`src/rtl/inst_line_fill.sv`:
```
// inst_line_fill: fetches the four 32-bit beats of one instruction line from the memory bus,
// assembles them, and writes the whole 128-bit line into the instruction RAM in one cycle.
module inst_line_fill #(
  parameter int IWIDTH = 14
) (
  input  logic              clk,
  input  logic              rst_n,
  input  logic              fill_req,
  input  logic [IWIDTH-3:0] fill_ladr,
  output logic              fill_busy,
  output logic              fill_done,
  output logic              mem_rreq,
  output logic [IWIDTH-1:0] mem_radr,
  input  logic              mem_rgnt,
  input  logic              mem_rvalid,
  input  logic [31:0]       mem_rdata,
  output logic [IWIDTH-3:0] ram_wadr_all,
  output logic [127:0]      ram_wdata_all,
  output logic              ram_wen_all
);
  typedef enum logic [1:0] {IDLE, FETCH, WRITE} state_t;
  state_t            state_q, state_d;
  logic [IWIDTH-3:0] line_q, line_d, wadr_q, wadr_d;
  logic [2:0]        req_cnt_q, req_cnt_d, rsp_cnt_q, rsp_cnt_d;
  logic [127:0]      asm_q, asm_d, wdata_q, wdata_d;
  logic              rreq_q, rreq_d, busy_q, busy_d, wen_q, wen_d;
  logic              gnt, rv;
  assign gnt = rreq_q & mem_rgnt;
  // rvalids outside FETCH belong to an aborted fill or are spurious and are dropped
  assign rv  = (state_q == FETCH) && mem_rvalid && !rsp_cnt_q[2];
  always_comb begin
    state_d   = state_q;
    line_d    = line_q;
    req_cnt_d = req_cnt_q;
    rsp_cnt_d = rsp_cnt_q;
    asm_d     = asm_q;
    wadr_d    = wadr_q;
    wdata_d   = wdata_q;
    wen_d     = 1'b0;
    case (state_q)
      IDLE: if (fill_req) begin
        state_d   = FETCH;
        line_d    = fill_ladr;
        req_cnt_d = 3'd0;
        rsp_cnt_d = 3'd0;
      end
      FETCH: begin
        req_cnt_d = req_cnt_q + 3'(gnt);
        if (rv) begin
          asm_d[{rsp_cnt_q[1:0], 5'b0} +: 32] = mem_rdata;
          rsp_cnt_d = rsp_cnt_q + 3'd1;
        end
        // the write is launched on the edge of the 4th beat so the line includes it
        if (rsp_cnt_d[2]) begin
          state_d = WRITE;
          wen_d   = 1'b1;
          wadr_d  = line_q;
          wdata_d = asm_d;
        end
      end
      default: state_d = IDLE;
    endcase
    rreq_d = (state_d == FETCH) && !req_cnt_d[2];
    busy_d = state_d != IDLE;
  end
  always_ff @(posedge clk or negedge rst_n) begin
    if (!rst_n) begin
      state_q   <= IDLE;
      line_q    <= '0;
      req_cnt_q <= '0;
      rsp_cnt_q <= '0;
      asm_q     <= '0;
      wadr_q    <= '0;
      wdata_q   <= '0;
      rreq_q    <= 1'b0;
      busy_q    <= 1'b0;
      wen_q     <= 1'b0;
    end else begin
      state_q   <= state_d;
      line_q    <= line_d;
      req_cnt_q <= req_cnt_d;
      rsp_cnt_q <= rsp_cnt_d;
      asm_q     <= asm_d;
      wadr_q    <= wadr_d;
      wdata_q   <= wdata_d;
      rreq_q    <= rreq_d;
      busy_q    <= busy_d;
      wen_q     <= wen_d;
    end
  end
  assign mem_rreq      = rreq_q;
  assign mem_radr      = {line_q, req_cnt_q[1:0]};
  assign fill_busy     = busy_q;
  assign fill_done     = wen_q;
  assign ram_wen_all   = wen_q;
  assign ram_wadr_all  = wadr_q;
  assign ram_wdata_all = wdata_q;
endmodule
```
`config.mk`:
```
export PLATFORM = sky130hd
export DESIGN_NAME = inst_line_fill
export DESIGN_NICKNAME = d
export VERILOG_FILES = /design/src/rtl/inst_line_fill.sv
export SDC_FILE = /design/constraint.sdc
export NUM_CORES = 1
export LEC_CHECK = 0
export ABC_AREA = 0
export CORE_ASPECT_RATIO = 0.9
export CORE_UTILIZATION = 40
export CTS_CLUSTER_DIAMETER = 100
export CTS_CLUSTER_SIZE = 12
export DETAILED_ROUTE_END_ITERATION = 8
export GPL_ROUTABILITY_DRIVEN = 0
export SLEW_MARGIN = 15
export SYNTH_ARGS = -nofsm -noshare
export SYNTH_HDL_FRONTEND = slang
export SYNTH_SLANG_ARGS = --single-unit
```
`constraint.sdc`:
```
create_clock -name clk -period 3.35 [get_ports clk]
set_input_delay 1.005 -clock clk [delete_from_list [all_inputs] [get_ports clk]]
set_output_delay 1.005 -clock clk [all_outputs]
set_load 0.005 [all_outputs]
```
; After elaboration in Yosys (flattened, before gate mapping)
; Cells that the tools add are included.
[totals]
ff_bits = 291
elab_cells = 47
[classes]
n_addsub = 3
eq_ne = 4
shift = 2
mux = 13
bitwise = 1
reduce_logical = 12
[op_table]
columns = cell, count
row1 = bitwise mux 128 bit, 1
row2 = 2-to-1 mux 128 bit, 1
row3 = variable shift 32 x 9 -> 128 bit (first input constant), 1
row4 = variable part select 32 x 9 -> 128 bit, 1
row5 = 2-to-1 mux 3 bit, 4
row6 = one-hot mux 3 bit (2 select lines), 2
row7 = negator 7 -> 9 bit, 1
row8 = AND reduction 2 bit, 3
row9 = equality test 2 x 1 -> 1 bit (second input constant), 2
row10 = 2-to-1 mux 2 bit, 2
row11 = inequality test 2 bit (second input constant), 2
row12 = one-hot mux 2 bit (2 select lines), 1
row13 = nonzero test 2 bit, 2
row14 = adder 3 x 1 -> 3 bit, 1
row15 = adder 3 x 1 -> 3 bit (second input constant), 1
row16 = logical AND 1 bit, 3
row17 = AND reduction 3 bit, 1
row18 = logical NOT 1 bit, 2
row19 = logical NOT 2 bit, 1
row20 = 2-to-1 mux 1 bit, 2
row21 = AND 1 bit, 1

; Logic depth before layout (Yosys ltp)
; Gate-level depths: netlist of the first run.
[logic_depth]
word_depth = 9
mapped_depth = 8

; Worst setup path after synthesis of the first run
; No wires, ideal clock.
[synth_path]
path_type = input-to-reg
from = in mem_rgnt
to = reg rreq_q (netlist: mem_rreq)
setup_time_ns = 0.125
arrival_ns = 2.081
t_required_ns = 3.225
setup_slack_ns = 1.143
cell_stages = 5
n_path_buf = 0
cell_sequence = and2_1 ha_1 ha_1 mux2_2 a2111oi_0
[synth_between]
elab_chain_cells = 5
[synth_lines]
columns = item, line_no
row1 = "start, declared", 14  ; input logic mem_rgnt,
row2 = AND 1 bit, 28  ; assign gnt = rreq_q & mem_rgnt;
row3 = adder 3 x 1 -> 3 bit, 48  ; req_cnt_d = req_cnt_q + 3'(gnt);
row4 = one-hot mux 3 bit (2 select lines), 40  ; case (state_q)
row5 = logical NOT 1 bit, 63  ; rreq_d = (state_d == FETCH) && !req_cnt_d[2];
row6 = logical AND 1 bit, 63
row7 = named net rreq_d, 26  ; logic rreq_q, rreq_d, busy_q, busy_d, wen_q, wen_d;
row8 = "end signal, assigned", 86  ; rreq_q <= rreq_d;
row9 = "end, declared", 26
; The timed path passes the listed nets, and every way through them passes these cells.
; A chain may end at the register's enable or synchronous reset.

; Worst setup path in the final report of the first run
[layout_path]
from = reg wdata_q[46] (netlist: ram_wdata_all[46])
to = out ram_wdata_all[46]
[layout_rtl]
columns = item, line_no
row1 = "start, declared", 25  ; logic [127:0] asm_q, asm_d, wdata_q, wdata_d;
row2 = "start signal, assigned", 85  ; wdata_q <= wdata_d;
row3 = "end, declared", 18  ; output logic [127:0] ram_wdata_all,
; No word-level cell between the ends.

==> run summary, run 1 <==
Max-cap violations -> 0
Core Area -> 29200 um2
Share of cells above drive strength 1 -> 7.09%
Hold Violations, Final -> 0
Final Power -> 15200 uW
Post-Synthesis Cells -> 1118
Initial Utilization -> 41.0%
Setup-failing EPs final -> 0
Initial antenna violation count -> 1
Aggregate routed wire length -> 37.1 mm
P&R area growth vs syn -> 25.1%
Setup TNS -> 0 ns
Initial DRC Count -> 1092
Flop pwr share -> 37.6%
Slowest stage delay, CP -> 0.54 ns
Grt ovf -> 0
HPWL Detailed -> 21.6 mm
Vias/cell -> 5.97
Global-route wire length before repair -> 57.6 mm
Mean Syn Cell Area -> 10.7 um2
Switch Pwr -> 5760 uW
Yosys reg bits -> 291
Die Width -> 184 um
Worst-path cell chain -> clkdlybuf4s50_1
Number of global-route vias before repair -> 9405
Core Util, Final -> 51.3%
Post-synth EDFFs -> 0
Clock power frac -> 18.5%
H-tree depth -> 1
Commonest cells in the netlist -> dfrtp_1 (291), a21oi_1 (129), a31oi_1 (128), nand2_1 (128), nand4_1 (128)
Post-CTS Setup Repair Bufs -> 0
Element type at the critical path end -> output port
Synth warnings -> 0
Fmax -> 396 MHz
Mapped Area -> 12000 um2
RSZ-0062 raised after global routing -> false
Least-Margin Pin Slew -> 1.09 ns
Pins over their slew limit -> 0
Synth top area cells -> dfrtp_1 (61%), a31oi_1 (6.7%), nand4_1 (6.7%), a21oi_1 (5.4%), o21ai_0 (5.3%)
Hold WS -> 0.401 ns
Mapped Nets -> 1175
# IOs -> 207
IR drop worst, VDD -> 811 uV
CP delay by family, top -> buffers and inverters
GRT Total Usage -> 24.2%
Crit Path Max Fanout -> 2
Clock Tree Buf Depth -> 3
Die area -> 30600 um2
CTS tree -> yes
Ys async rst share -> 100%
Combinational power share -> 43.9%
WL per Instance -> 22.4 um
Data arrival, critical path -> 1.52 ns
Switching share of power -> 37.9%
Synth unique cells -> 31
Post-cts gate resize count -> 0
Clock Skews -> 0.0155 ns
Cell taking the most area after synthesis -> dfrtp_1
Final Net Count -> 1313
Worst-path cell with the longest stage delay -> clkdlybuf4s50_1
Clock Sinks -> 291
Detail Route Antenna Nets -> 0
CTS root buffer -> clkbuf_16
TritonRoute pass-1 iters -> 5
DIE HEIGHT -> 166 um
Seq/Total Area, Yosys -> 60.9%
Row Count -> 59
Hold Path Class -> in -> async
CP startpoint kind -> flip-flop
Most used DFF post-synth -> dfrtp_1
Int Power -> 9430 uW
Slew HR -> 27.2%
Worst skew pair latency -> 0.55 ns
Buf/Inv on CP -> 1
Largest net degree at the start of global routing -> 132
Critical Path RT -> 2.34 ns
Worst setup path category -> reg -> out
PwrDens -> 1020 nW/um2
CTS buffer count -> 28
DRC -> 0
Outcome -> finished, final reports clean
Clock transition at path regs -> 0.06 ns
Top cell type's share of synthesized area -> 60.9%
LEAKAGE -> 0.00680 uW
Layout fillers -> 2636
PortBufs -> 206
Fin crit share -> 75.4%
Routed vias -> 9862
Min Tclk post-route -> 2.53 ns
Most common cell in the synthesized netlist -> dfrtp_1
Cts hold-fix bufs -> 0
==> cell usage in the layout, fill, tap and decap left out, drive strengths merged, types with 2 or more instances in the layout <==
cell type      netlist  layout
dfrtp              291     291
a21oi              129     129
nand2              128     128
nand4              128     128
nor2                 3       3
ha                   8       8
a22o                 3       3
clkdlybuf4s50        0     205
buf                 56      24
nor3b                4       4
clkbuf              65      29
mux2                26      26
a31oi              128     128
and2                 4       4
inv                  7       8
a21o                 2       2
o21ai              128     128
==> flip-flops by register name (all words and copies together) (netlist names) <==
signal         flops
rsp_cnt_q          3
mem_rreq           1
ram_wdata_all    128
asm_q            128
fill_busy          1
line_q            12
req_cnt_q          3
state_q            2
ram_wadr_all      12
fill_done          1
==> layer usage <==
layer	wire length (um)	GRT usage (%)	up-vias
met5	0	0	-
met4	698	5.80	0
met3	3100	4.41	54
met2	16000	33.3	437
met1	17300	38.8	4994
li1	-	-	4377
==> final cells by class <==
class                   count  area, um2  share of cell area, %
inverters                   7       26.3                  0.176
flip-flops and latches    291       7280                   48.7
clock buffers              29        726                   4.85
well taps                 396        495                   3.31
multi-input cells         699       4050                   27.1
diodes                      1       2.50                 0.0167
repair buffers            229       2360                   15.8
clock inverters             1       11.3                 0.0753
==> worst paths after layout <==
path,startpoint,end,slack (ns),cells after the start
worst max-delay path,ram_wdata_all[46],ram_wdata_all[46],0.82,1
worst min-delay path,rst_n,fill_done,0.40,1
worst max register to register,rsp_cnt_q[0],ram_wdata_all[90],0.95,5
worst min register to register,asm_q[98],asm_q[98],0.48,2
max in group asynchronous,rst_n,ram_wdata_all[72],2.15,2
min in group clk,asm_q[98],asm_q[98],0.48,2
==> power groups by stage <==
stage | sequential [uW] | clock (uW) | combinational (uW)
finish | 5710 | 2810 | 6670
global route | 5850 | 2990 | 7260
CTS | 5700 | 2860 | 6710
detailed placement | 5730 | 0 | 6690
global placement | 5730 | 0 | 6590
floorplan | 5540 | 0 | 3430
==> kinds of logic (layout without fill, tap and decap cells) <==
kind of cell,after synthesis,in the layout,synth area share (%)
AND/OR/NAND/NOR,271,271,11.8
buffers and inverters,128,266,5.65
other,0,1,0
multiplexers,27,27,2.81
adder cells (fa/ha/maj),8,8,0.837
flip-flops,291,291,60.9
AO/OA/AOI/OAI,393,393,18.0
==> per-stage QoR <==
stage          setup WS, ns  instances  cell area (um2)
6_report              0.825       1653            15000
5_1_grt               0.802       1652            15000
4_1_cts               0.824       1652            15000
3_5_place_dp          0.451       1622            14200
3_3_place_gp          0.516       1622            14200
2_1_floorplan          1.14       1118            12000
Power figures use the tool's default switching activity.
==> inputs of run 2 (changes only) <==
Clock period 3.35 ns to 2.4 ns, I/O delays scaled along.
==> run 2 against run 1 <==
Combinational power up 47%. Global-route usage up 0.21 points. Sequential share of layout area down 0.99 points.
==> run summary, run 2 (same netlist as run 1, synthesis figures left out) <==
Commonest cells after routing, fill and taps aside -> dfrtp_1 (291), clkdlybuf4s50_1 (205), a21oi_1 (129)
DIE HEIGHT -> 166 um (unchanged)
Layout fillers -> 2620 (-0.61%)
Slew HR -> 24.8% (-2.3 points)
Initial antenna violation count -> 0 (-1)
PortBufs -> 206 (unchanged)
Initial Utilization -> 41.0% (unchanged)
IR drop worst, VDD -> 701 uV (-14%)
Pre-CTS WS -> -0.0531 ns (-0.504 ns)
FF/Latch Area -> 7280 um2 (unchanged)
RSZ-0062 raised after global routing -> false
Fmax -> 448 MHz
CTS buffer count -> 28 (unchanged)
Vias/cell -> 5.90 (-1.1%)
Worst-path cell with the longest stage delay -> clkdlybuf4s50_1
Max-cap violations -> 0 (unchanged)
Grt ovf -> 0 (unchanged)
DRC -> 0 (unchanged)
Buf/Inv on CP -> 1 (unchanged)
Routed vias -> 9870 (+0.081%)
Clock Tree Buf Depth -> 3 (unchanged)
Post-route insts no fill -> 1672 (+1.1%)
CP delay by family, top -> buffers and inverters
Pins over their slew limit -> 0 (unchanged)
Detail Route Antenna Nets -> 0 (unchanged)
LEAKAGE -> 0.00694 uW (+2.2%)
Post-cts gate resize count -> 0 (unchanged)
Cts hold-fix bufs -> 0 (unchanged)
Placed Cells -> 1642 (+1.2%)
Outcome -> finished, final reports clean
CTS root buffer -> clkbuf_16
Least-Margin Pin Slew -> 1.13 ns (+0.0351 ns)
Crit Path Max Fanout -> 2 (unchanged)
Min Tclk post-route -> 2.23 ns
Global-route wire length before repair -> 58.3 mm (+1.2%)
Row Count -> 59 (unchanged)
Core Area -> 29200 um2 (unchanged)
HPWL Detailed -> 22.8 mm (+6.0%)
Setup-failing EPs final -> 0 (unchanged)
Die Width -> 184 um (unchanged)
P&R area growth vs syn -> 27.7%
Clock Sinks -> 291 (unchanged)
CP startpoint kind -> flip-flop
Worst-path cell chain -> clkdlybuf4s50_1
Slowest stage delay, CP -> 0.55 ns (about the same)
Die area -> 30600 um2 (unchanged)
Post-CTS Setup Repair Bufs -> 0 (unchanged)
Initial DRC Count -> 1037 (-5.0%)
Final Net Count -> 1333 (+1.5%)
Commonest non-fill, non-tap cell in the layout -> dfrtp_1
Critical Path RT -> 1.68 ns (-0.66 ns)
GRT Total Usage -> 24.4% (+0.21 points)
Worst skew pair latency -> 0.54 ns (about the same)
CTS tree -> yes
Hold WS -> 0.0959 ns (-0.305 ns)
Share of cells above drive strength 1 -> 8.54% (+1.5 points)
Worst setup path category -> reg -> out
Largest net degree at the start of global routing -> 79 (-40%)
H-tree depth -> 1 (unchanged)
Element type at the critical path end -> output port
PwrDens -> 1420 nW/um2 (+39%)
Multi-input gate area -> 4050 um2 (unchanged)
Final WS setup -> 0.169 ns (-0.656 ns)
Hold Violations, Final -> 0 (unchanged)
Fin crit share -> 93.0%
Aggregate routed wire length -> 37.1 mm (+0.13%)
Hold Path Class -> in -> async
Diode count -> 0 (-1)
Data arrival, critical path -> 1.51 ns (about the same)
WL per Instance -> 22.2 um (-1.0%)
Clock transition at path regs -> 0.06 ns (about the same)
Number of global-route vias before repair -> 9563 (+1.7%)
Clock Skews -> 0.0169 ns (+0.00144 ns)
TritonRoute pass-1 iters -> 5 (unchanged)
# IOs -> 207 (unchanged)
[run 2: cell types whose count changed in the layout (fill, tap and decap cells not counted), sizes merged]
cell and change:
buf +20, diode -1
[run 2: metrics by stage]
step	cell area [um2]	util [%]	TNS, ns	total power, uW
4_1_cts	15300	52.4	0	21700
3_3_place_gp	14500	49.8	-0.0338	17600
6_report	15300	52.4	0	21600
5_1_grt	15300	52.4	0	22900
3_5_place_dp	14500	49.8	-0.0531	17800
2_1_floorplan	12000	-	0	12500
[run 2: layout make-up]
cell class	instances	area share, %
Clock buffer	29	4.75
Sequential cell	291	47.7
Tap cell	396	3.24
Clock inverter	1	0.0737
Inverter	7	0.172
Timing Repair Buffer	249	17.5
Multi-Input combinational cell	699	26.5
[run 2: power by group]
group,leakage (uW),switching [uW],internal [uW]
Combinational,0.00287,5150,4680
Clock,0.000363,1770,2120
Sequential,0.00371,1160,6760
Total,0.00694,8080,13500
[run 2: routing by layer]
| layer | vias to the layer above | track usage [%] | share of wire, % |
|---|---|---|---|
| li1 | 4415 | - | - |
| met4 | 0 | 5.54 | 2.0 |
| met3 | 48 | 4.71 | 7.6 |
| met5 | - | 0 | 0 |
| met1 | 4994 | 38.7 | 48 |
| met2 | 413 | 33.9 | 43 |
[run 2: worst paths after layout]
kind / startpoint / endpoint / slack [ns] / depth (start not counted)
worst max-delay path: ram_wdata_all[53] / ram_wdata_all[53] / 0.17 / 1
worst max register to register: rsp_cnt_q[0] / ram_wdata_all[76] / 0.26 / 5
max in group asynchronous: rst_n / asm_q[37] / 1.63 / 2
worst min-delay path: rst_n / ram_wdata_all[93] / 0.1 / 1
worst min register to register: asm_q[98] / asm_q[98] / 0.48 / 2
min in group clk: asm_q[98] / asm_q[98] / 0.48 / 2
==> inputs of run 3 (changes only) <==
Settings changed: HOLD_SLACK_MARGIN set to 0.03.
==> results of run 3 <==
Same layout as run 2: the final DEF is identical, and so are final timing and power.
